**config.mk**
```make
export PLATFORM = sky130hd
export DESIGN_NAME = serial_adder_n
export DESIGN_NICKNAME = d
export VERILOG_FILES = /design/src/rtl/serial_adder_n.sv
export SDC_FILE = /design/constraint.sdc
export NUM_CORES = 1
export LEC_CHECK = 0
export BUFFER_PORTS_ARGS = -buffer_cell sky130_fd_sc_hd__buf_2
export CORE_ASPECT_RATIO = 0.6
export CORE_MARGIN = 3
export CORE_UTILIZATION = 35
export DETAILED_ROUTE_END_ITERATION = 16
export GPL_TIMING_DRIVEN = 0
export SKIP_CTS_REPAIR_TIMING = 1
export SYNTH_ARGS = -nofsm -noshare
export SYNTH_HDL_FRONTEND = slang
export SYNTH_SLANG_ARGS = --single-unit
```
**constraint.sdc**
```tcl
create_clock -name clk -period 2 [get_ports clk]
set_input_delay 0.3 -clock clk [delete_from_list [all_inputs] [get_ports clk]]
set_output_delay 0.3 -clock clk [all_outputs]
set_load 0.02 [all_outputs]
```
**src/rtl/serial_adder_n.sv**
```systemverilog
// Multi-cycle adder/subtractor: a DIGIT-bit ripple slice adds two WIDTH-bit
// operands over WIDTH/DIGIT clocks and registers sum, carry-out and overflow.
module serial_adder_n #(
    parameter int WIDTH = 16,
    parameter int DIGIT = 1
) (
    input  logic             clk,
    input  logic             rst_n,
    input  logic             start,
    input  logic             sub,
    input  logic [WIDTH-1:0] a,
    input  logic [WIDTH-1:0] b,
    input  logic             cin,
    output logic             busy,
    output logic             done,
    output logic [WIDTH-1:0] sum,
    output logic             cout,
    output logic             overflow
);

    localparam int STEPS = WIDTH / DIGIT;
    localparam int CW    = (STEPS > 1) ? $clog2(STEPS) : 1;
    localparam logic [CW-1:0] LAST = CW'(STEPS - 1);

    typedef enum logic {IDLE, RUN} state_t;

    state_t           state;
    logic [WIDTH-1:0] a_sr;
    logic [WIDTH-1:0] b_sr;
    logic             carry;
    logic [CW-1:0]    cnt;

    logic [DIGIT:0]   slice;
    logic             msb_cin;
    logic [WIDTH-1:0] a_next;
    logic [WIDTH-1:0] b_next;

    always_comb begin
        slice   = {1'b0, a_sr[DIGIT-1:0]} + {1'b0, b_sr[DIGIT-1:0]} + {{DIGIT{1'b0}}, carry};
        // Carry into the top bit of this digit, recovered from its sum bit.
        msb_cin = slice[DIGIT-1] ^ a_sr[DIGIT-1] ^ b_sr[DIGIT-1];
    end

    // Result digits enter the top of the A register as operand digits leave
    // the bottom, so after STEPS shifts it holds the complete sum.
    if (DIGIT == WIDTH) begin : g_one_step
        assign a_next = slice[DIGIT-1:0];
        assign b_next = '0;
    end else begin : g_multi_step
        assign a_next = {slice[DIGIT-1:0], a_sr[WIDTH-1:DIGIT]};
        assign b_next = {{DIGIT{1'b0}}, b_sr[WIDTH-1:DIGIT]};
    end

    // Handshake: start is accepted on any edge where busy=0; busy stays high
    // for STEPS cycles, then done pulses once as the outputs update together.
    always_ff @(posedge clk or negedge rst_n) begin
        if (!rst_n) begin
            state    <= IDLE;
            a_sr     <= '0;
            b_sr     <= '0;
            carry    <= 1'b0;
            cnt      <= '0;
            busy     <= 1'b0;
            done     <= 1'b0;
            sum      <= '0;
            cout     <= 1'b0;
            overflow <= 1'b0;
        end else begin
            done <= 1'b0;
            case (state)
                IDLE: begin
                    if (start) begin
                        a_sr  <= a;
                        b_sr  <= b ^ {WIDTH{sub}};
                        carry <= sub ? 1'b1 : cin;
                        cnt   <= '0;
                        busy  <= 1'b1;
                        state <= RUN;
                    end
                end
                RUN: begin
                    a_sr  <= a_next;
                    b_sr  <= b_next;
                    carry <= slice[DIGIT];
                    cnt   <= cnt + 1'b1;
                    if (cnt == LAST) begin
                        state    <= IDLE;
                        busy     <= 1'b0;
                        done     <= 1'b1;
                        sum      <= a_next;
                        cout     <= slice[DIGIT];
                        overflow <= slice[DIGIT] ^ msb_cin;
                    end
                end
                default: state <= IDLE;
            endcase
        end
    end

endmodule

```
==> metrics.md, run 1 <==
| Metric | Value |
|---|---|
| Fill count | `approximately 740` |
| CP arrival | `approximately 1700 ps` |
| DIE HEIGHT | `between 70 and 80 um` |
| Critical Path, Cell by Cell | `fa_1, xnor2_1, xnor2_1, o21ai_0` |
| CTS buffer count | `9` |
| Count of non-filler cells in the finished layout | `around 440` |
| Outcome | `completed` |
| Synth warn | `0` |
| Leading post-synthesis cells by cell area | `dfrtp_1, nand2_1, mux2i_1` |
| Die area | `8870 um2` |
| Port bufs | `55` |
| Worst path depth | `4` |
| Final Max Slew Viols | `0` |
| CP delay by family, top | `adder cells` |
| Clock network power share | `between 20% and 30%` |
| PwrDens | `~1500 nW/um2` |
| Max-slew headroom at the worst pin | `51.5%` |
| TritonRoute pass-1 iters | `4` |
| Hpwl dp | `around 4100 um` |
| Part of the power in combinational logic | `a little under a third` |
| Clk_lat worst skew | `around 330 ps` |
| Crit path kind | `reg2reg` |
| Synth cell types | `24` |
| Commonest non-fill, non-tap cells in the layout | `nand2_1, buf_2, dfrtp_1, mux2i_1, o21ai_0` |
| ANT nets after route | `0` |
| Clk Tree Root Cell | `clkbuf_16` |
| Final core utilization | `~46%` |
| Avg Cell Area, Syn | `10.2 um2` |
| Worst-Margin Slew | `~730 ps` |
| Peak VDD IR | `0.492 mV` |
| Setup Slack @ Placement | `~470 ps` |
| Cells after DPL | `~430` |
| Int Pwr | `about 3.4 mW` |
| Cell taking the most area after synthesis | `dfrtp_1` |
| N_diodes | `0` |
| Antenna violations before repair | `0` |
| CP Capture Type | `register` |
| Period utilization | `around three quarters` |
| Dominant synthesized flop cell | `dfrtp_1` |
| Net count after synthesis | `between 300 and 400` |
| CTS tree | `yes` |
| Data required time of the critical path | `2210 ps` |
| Nets@finish | `between 300 and 400` |
| Min Hold Slack | `approximately 31 ps` |
| Clock skew | `about 8.0 ps` |
| Core box area | `roughly 7400 um2` |
| Worst-path clk slew | `roughly 50 ps` |
| Commonest non-fill, non-tap cell in the layout | `nand2_1` |
| Worst Hold Class | `in2async` |
| Synth Register Bits | `58` |
| Startpoint types | `register` |
| Net Switching | `about 1.8 mW` |
| GRT Residual Overflow | `0` |
| Register share of total power | `around two fifths` |
| Period minus WS final | `1510 ps` |
| H-tree Lvls | `3` |
| Deepest clock path buffer count | `2` |
| Wire per inst | `13.6 um` |
| Cell Rows | `24` |
| DR vias | `1971` |
| Asr flop ratio synth | `100%` |
| DP Area | `between 3000 and 4000 um2` |
| Fraction of layout cells with a size suffix above 1 | `roughly a quarter` |
| Achievable Freq | `between 0.6 and 0.7 GHz` |
| TritonCTS Sinks | `58` |
| DRC viols | `0` |
| Io pins | `57` |
| RSZ-0062 raised after global routing | `false` |
| Lkg Pwr | `between 1.5 and 2 nW` |
| Max incr delay on CP | `610 ps` |
| Crit path max-delay cell type | `fa_1` |
| Reg2reg path depth | `4` |
| Die width | `120 um` |
| Crit Path Max Fanout | `3` |
| Final setup margin | `slightly below 500 ps` |
| Vias in the first global route | `around 2000` |
| Total power | `5.18 mW` |
| Switching share of power | `a little over a third` |
| Number of enable flip-flop cells after synthesis | `0` |
| Final setup fails | `0` |
| Part of the Yosys area used for sequential elements | `53.6%` |
| Post-DR vias/cell | `about 4.5` |
| Pin count of the biggest net entering global routing | `59` |
| Post-Syn Area | `about 2700 um2` |
| Layout area overhead | `25.9%` |
| First-pass GRT wire length | `10000 um` |
| Most used cell, CP | `xnor2_1` |
| Final instance area | `between 3000 and 4000 um2` |
| Buffers plus inverters on the worst setup path | `0` |
| Area share of the largest cell type after synthesis | `a little over half` |
| Routability cong. | `approximately 0.74` |
| Starting Density | `between 30% and 40%` |
| WL final | `5960 um` |
| Detailed Route Iter0 Violations | `around 110` |
| Syn Inst Count | `about 270` |
| GRT Util Overall | `around 15%` |
| Endpoints failing hold | `0` |
| Max Cap Violations | `0` |
| Setup_tns | `0 ps` |
==> flip-flops by register name (all words and copies together) (netlist names) <==
signal and count:
sum 16, overflow 1, busy 1, a_sr 16, cout 1, cnt 4, carry 1, done 1
state 1, b_sr 16
==> final cells by class <==
cell class	instances	area, um2	share of cell area (%)
repair buffers	55	278	8.15
flip-flops and latches	58	1450	42.6
clock inverters	3	40.0	1.17
multi-input cells	188	1100	32.4
clock buffers	11	253	7.41
plain buffers	17	141	4.15
inverters	3	11.3	0.330
well taps	104	130	3.82
==> cells by family after synthesis <==
group,synth area share [%]
simple gates,13.3
flops,53.6
compound gates,7.99
mux,11.5
xor+xnor,6.79
buf+inv,5.63
fa+ha+maj,1.20
==> synth_stat cells, types with 2 or more instances <==
cell	number
buf_2	7
buf_6	4
buf_8	2
clkbuf_1	3
dfrtp_1	58
inv_1	3
mux2i_1	31
nand2_1	85
nand3_1	2
nor2_1	5
o21ai_0	20
o21ai_1	15
xnor2_1	5
xor2_1	16
==> final timing paths <==
kind / from / end / slack, ps
setup / recovery: a_sr[0]$_DFFE_PN0P_ / overflow$_DFFE_PN0P_ / 490
hold / removal: rst_n / sum[9]$_DFFE_PN0P_ / 30
setup reg to reg: a_sr[0]$_DFFE_PN0P_ / overflow$_DFFE_PN0P_ / 490
hold reg to reg: sum[7]$_DFFE_PN0P_ / sum[7]$_DFFE_PN0P_ / 460
max in group asynchronous: rst_n / b_sr[7]$_DFFE_PN0P_ / 1490
min in group clk: a[5] / a_sr[5]$_DFFE_PN0P_ / 250
==> power by group through the flow <==
stage          Clock [mW]  Combinational (mW)  Sequential, mW
2_1_floorplan           0               0.995            2.17
3_3_place_gp            0                1.63            2.02
3_5_place_dp            0                1.67            2.02
4_1_cts              1.55                1.68            2.02
5_1_grt              1.63                1.88            2.09
6_report             1.52                1.65            2.01
==> routing by layer <==
metal	wire length [um]	vias up	GRT usage (%)	share of wire, %
met5	0	-	0	0
met3	390	5	7.37	6.5
met4	32	0	4.19	0.54
met2	2490	51	20.3	42
met1	3040	907	21.6	51
li1	-	1008	-	-
Note: power is estimated with default switching activity, not from simulation.
==> inputs of run 2 (changes only) <==
- clock period: 2 -> 1.2 ns (I/O delays scaled with it)
==> metrics.md, run 2 (synthesis gave the netlist of run 1 again) <==
| Metric | Value |
|---|---|
| Outcome | `finished with violations (was completed)` |
| Failing checks | `setup timing` |
| Final core utilization | `49.3% (was 46.2%)` |
| Period minus WS final | `1460 ps (was 1510 ps)` |
| Core box area | `7390 um2 (unchanged)` |
| Int Pwr | `5.98 mW (was 3.38 mW)` |
| Wire per inst | `14.0 um (was 13.6 um)` |
| Reg2reg start | `carry$_DFFE_PN0P_ (was a_sr[0]$_DFFE_PN0P_)` |
| Post-DR vias/cell | `4.63 (was 4.49)` |
| Register share of total power | `37.4% (was 38.9%)` |
| Final instance area | `3640 um2 (was 3410 um2)` |
| Startpoint types | `register (unchanged)` |
| Total power | `9.16 mW (was 5.18 mW)` |
| Detailed Route Iter0 Violations | `99 (was 111)` |
| CTS tree | `yes (unchanged)` |
| Biggest registers after layout | `a_sr: 16 flops, b_sr: 16 flops, sum: 16 flops (unchanged)` |
| WL final | `6310 um (was 5960 um)` |
| TritonCTS Sinks | `58 (unchanged)` |
| Most used cell, CP | `xnor2_1 (unchanged)` |
| Crit path max-delay cell type | `fa_2 (was fa_1)` |
| RR Endpoint | `overflow$_DFFE_PN0P_ (unchanged)` |
| Peak VDD IR | `0.849 mV (was 0.492 mV)` |
| H-tree Lvls | `3 (unchanged)` |
| CP delay by family, top | `adder cells (unchanged)` |
| Worst Hold Class | `in2reg (was in2async)` |
| Worst-path clk slew | `50 ps (about the same)` |
| Reg2reg path depth | `4 (unchanged)` |
| Net Switching | `3.19 mW (was 1.80 mW)` |
| Max incr delay on CP | `600 ps (was 610 ps)` |
| Routability cong. | `0.738 (was 0.739)` |
| Critical Path, Cell by Cell | `fa_2, xnor2_1, xnor2_1, o21ai_1 (was fa_1, xnor2_1, xnor2_1, o21ai_0)` |
| RSZ-0062 raised after global routing | `true (was false)` |
| Clock network power share | `27.4% (was 29.3%)` |
| N_diodes | `0 (unchanged)` |
| Endpoint, Worst Hold | `a_sr[8]$_DFFE_PN0P_` |
| Pin count of the biggest net entering global routing | `59 (unchanged)` |
| Nets@finish | `383 (was 371)` |
| Worst-Margin Slew | `739 ps (was 728 ps)` |
| Min-delay src | `a[8]` |
| First-pass GRT wire length | `9920 um (was 10000 um)` |
| DR vias | `2087 (was 1971)` |
| Clk_lat worst skew | `320 ps (was 330 ps)` |
| Crit path kind | `reg2reg (unchanged)` |
| Switching share of power | `34.8% (about the same)` |
| ANT nets after route | `0 (unchanged)` |
| Buffers plus inverters on the worst setup path | `0 (unchanged)` |
| Final Max Slew Viols | `0 (unchanged)` |
| Io pins | `57 (unchanged)` |
| DP Area | `3110 um2 (unchanged)` |
| Part of the power in combinational logic | `35.2% (was 31.9%)` |
| Fraction of layout cells with a size suffix above 1 | `35.2% (was 25.4%)` |
| Vias in the first global route | `2021 (was 1991)` |
| DIE HEIGHT | `74.1 um (unchanged)` |
| Port bufs | `55 (unchanged)` |
| Setup slack, reg-to-reg | `-260 ps (was 490 ps)` |
| Final setup fails | `18 (was 0)` |
| DRC viols | `0 (unchanged)` |
| Fill count | `717 (was 741)` |
| Commonest non-fill, non-tap cells in the layout | `nand2_1, dfrtp_1, buf_2, mux2i_1, o21ai_0 (was nand2_1, buf_2, dfrtp_1, mux2i_1, o21ai_0)` |
| PwrDens | `2520 nW/um2 (was 1520 nW/um2)` |
| WHS Path Cells | `3` |
| Cell Rows | `24 (unchanged)` |
| Lkg Pwr | `1.87 nW (was 1.78 nW)` |
| Layout area overhead | `34.4% (was 25.9%)` |
| Final setup margin | `-264 ps (was 492 ps)` |
| Setup Slack @ Placement | `-273 ps (was 474 ps)` |
| Period utilization | `122% (was 75.4%)` |
| Achievable Freq | `0.683 GHz (was 0.663 GHz)` |
| Die area | `8870 um2 (unchanged)` |
| TritonRoute pass-1 iters | `4 (unchanged)` |
| CTS buffer count | `9 (unchanged)` |
| GRT Util Overall | `14.6% (was 15.1%)` |
| Die width | `120 um (unchanged)` |
| Max Cap Violations | `0 (unchanged)` |
| Data required time of the critical path | `1410 ps (was 2210 ps)` |
| Clk Tree Root Cell | `clkbuf_16 (unchanged)` |
| Clock skew | `7.25 ps (was 8.00 ps)` |
| Min Hold Slack | `142 ps (was 31.3 ps)` |
| Starting Density | `36.7% (unchanged)` |
| Deepest clock path buffer count | `2 (unchanged)` |
| CP arrival | `1670 ps (was 1720 ps)` |
| Antenna violations before repair | `0 (unchanged)` |
| Endpoints failing hold | `0 (unchanged)` |
| CP Capture Type | `register (unchanged)` |
| Max-slew headroom at the worst pin | `50.8% (was 51.5%)` |
| Crit Path Max Fanout | `3 (unchanged)` |
| Hpwl dp | `4210 um (was 4110 um)` |
| Commonest non-fill, non-tap cell in the layout | `nand2_1 (unchanged)` |
| GRT Residual Overflow | `0 (unchanged)` |
-- run 2: worst max-delay path by stage --
stage                       from              endpoint  slack (ps)  cells after the start
2_1_floorplan  carry$_DFFE_PN0P_  overflow$_DFFE_PN0P_        -210                      4
3_3_place_gp   carry$_DFFE_PN0P_  overflow$_DFFE_PN0P_        -270                      4
3_5_place_dp   carry$_DFFE_PN0P_  overflow$_DFFE_PN0P_        -270                      4
4_1_cts        carry$_DFFE_PN0P_  overflow$_DFFE_PN0P_        -290                      4
5_1_grt        carry$_DFFE_PN0P_  overflow$_DFFE_PN0P_        -310                      4
6_report       carry$_DFFE_PN0P_  overflow$_DFFE_PN0P_        -260                      4
-- run 2: layout make-up --
| class | count | area (um2) | area share (%) |
|---|---|---|---|
| sequential | 58 | 1450 | 39.9 |
| multi-input combinational | 188 | 1170 | 32.1 |
| tap | 104 | 130 | 3.58 |
| buffer | 17 | 180 | 4.95 |
| inverter | 3 | 11.3 | 0.309 |
| timing repair buffer | 67 | 403 | 11.1 |
| clock buffer | 11 | 253 | 6.94 |
| clock inverter | 3 | 40.0 | 1.10 |
-- run 2: stage by stage --
step	cells	TNS [ps]
5_1_grt	451	-2680
6_report	451	-1170
3_5_place_dp	425	-12370
4_1_cts	439	-2470
3_3_place_gp	425	-12550
2_1_floorplan	266	-211
-- run 2: layer usage --
layer | track usage [%] | wire length (um)
met5 | 0 | 0
met4 | 5.96 | 53
met3 | 4.94 | 249
met2 | 20.9 | 2760
met1 | 20.5 | 3250
-- run 2: worst reg2reg max path, cell delays in order (launching register included) --
cell,delay [ps]
dfrtp_1,400
fa_2,600
xnor2_1,140
xnor2_1,140
o21ai_1,70
-- run 2: power groups by stage --
stage               Sequential, mW  Combinational [mW]  Clock [mW]
floorplan                     3.62                1.67           0
global placement              3.36                2.72           0
detailed placement            3.38                2.79           0
CTS                           3.38                2.82        2.56
global route                  3.53                3.59        2.65
finish                        3.43                3.23        2.51
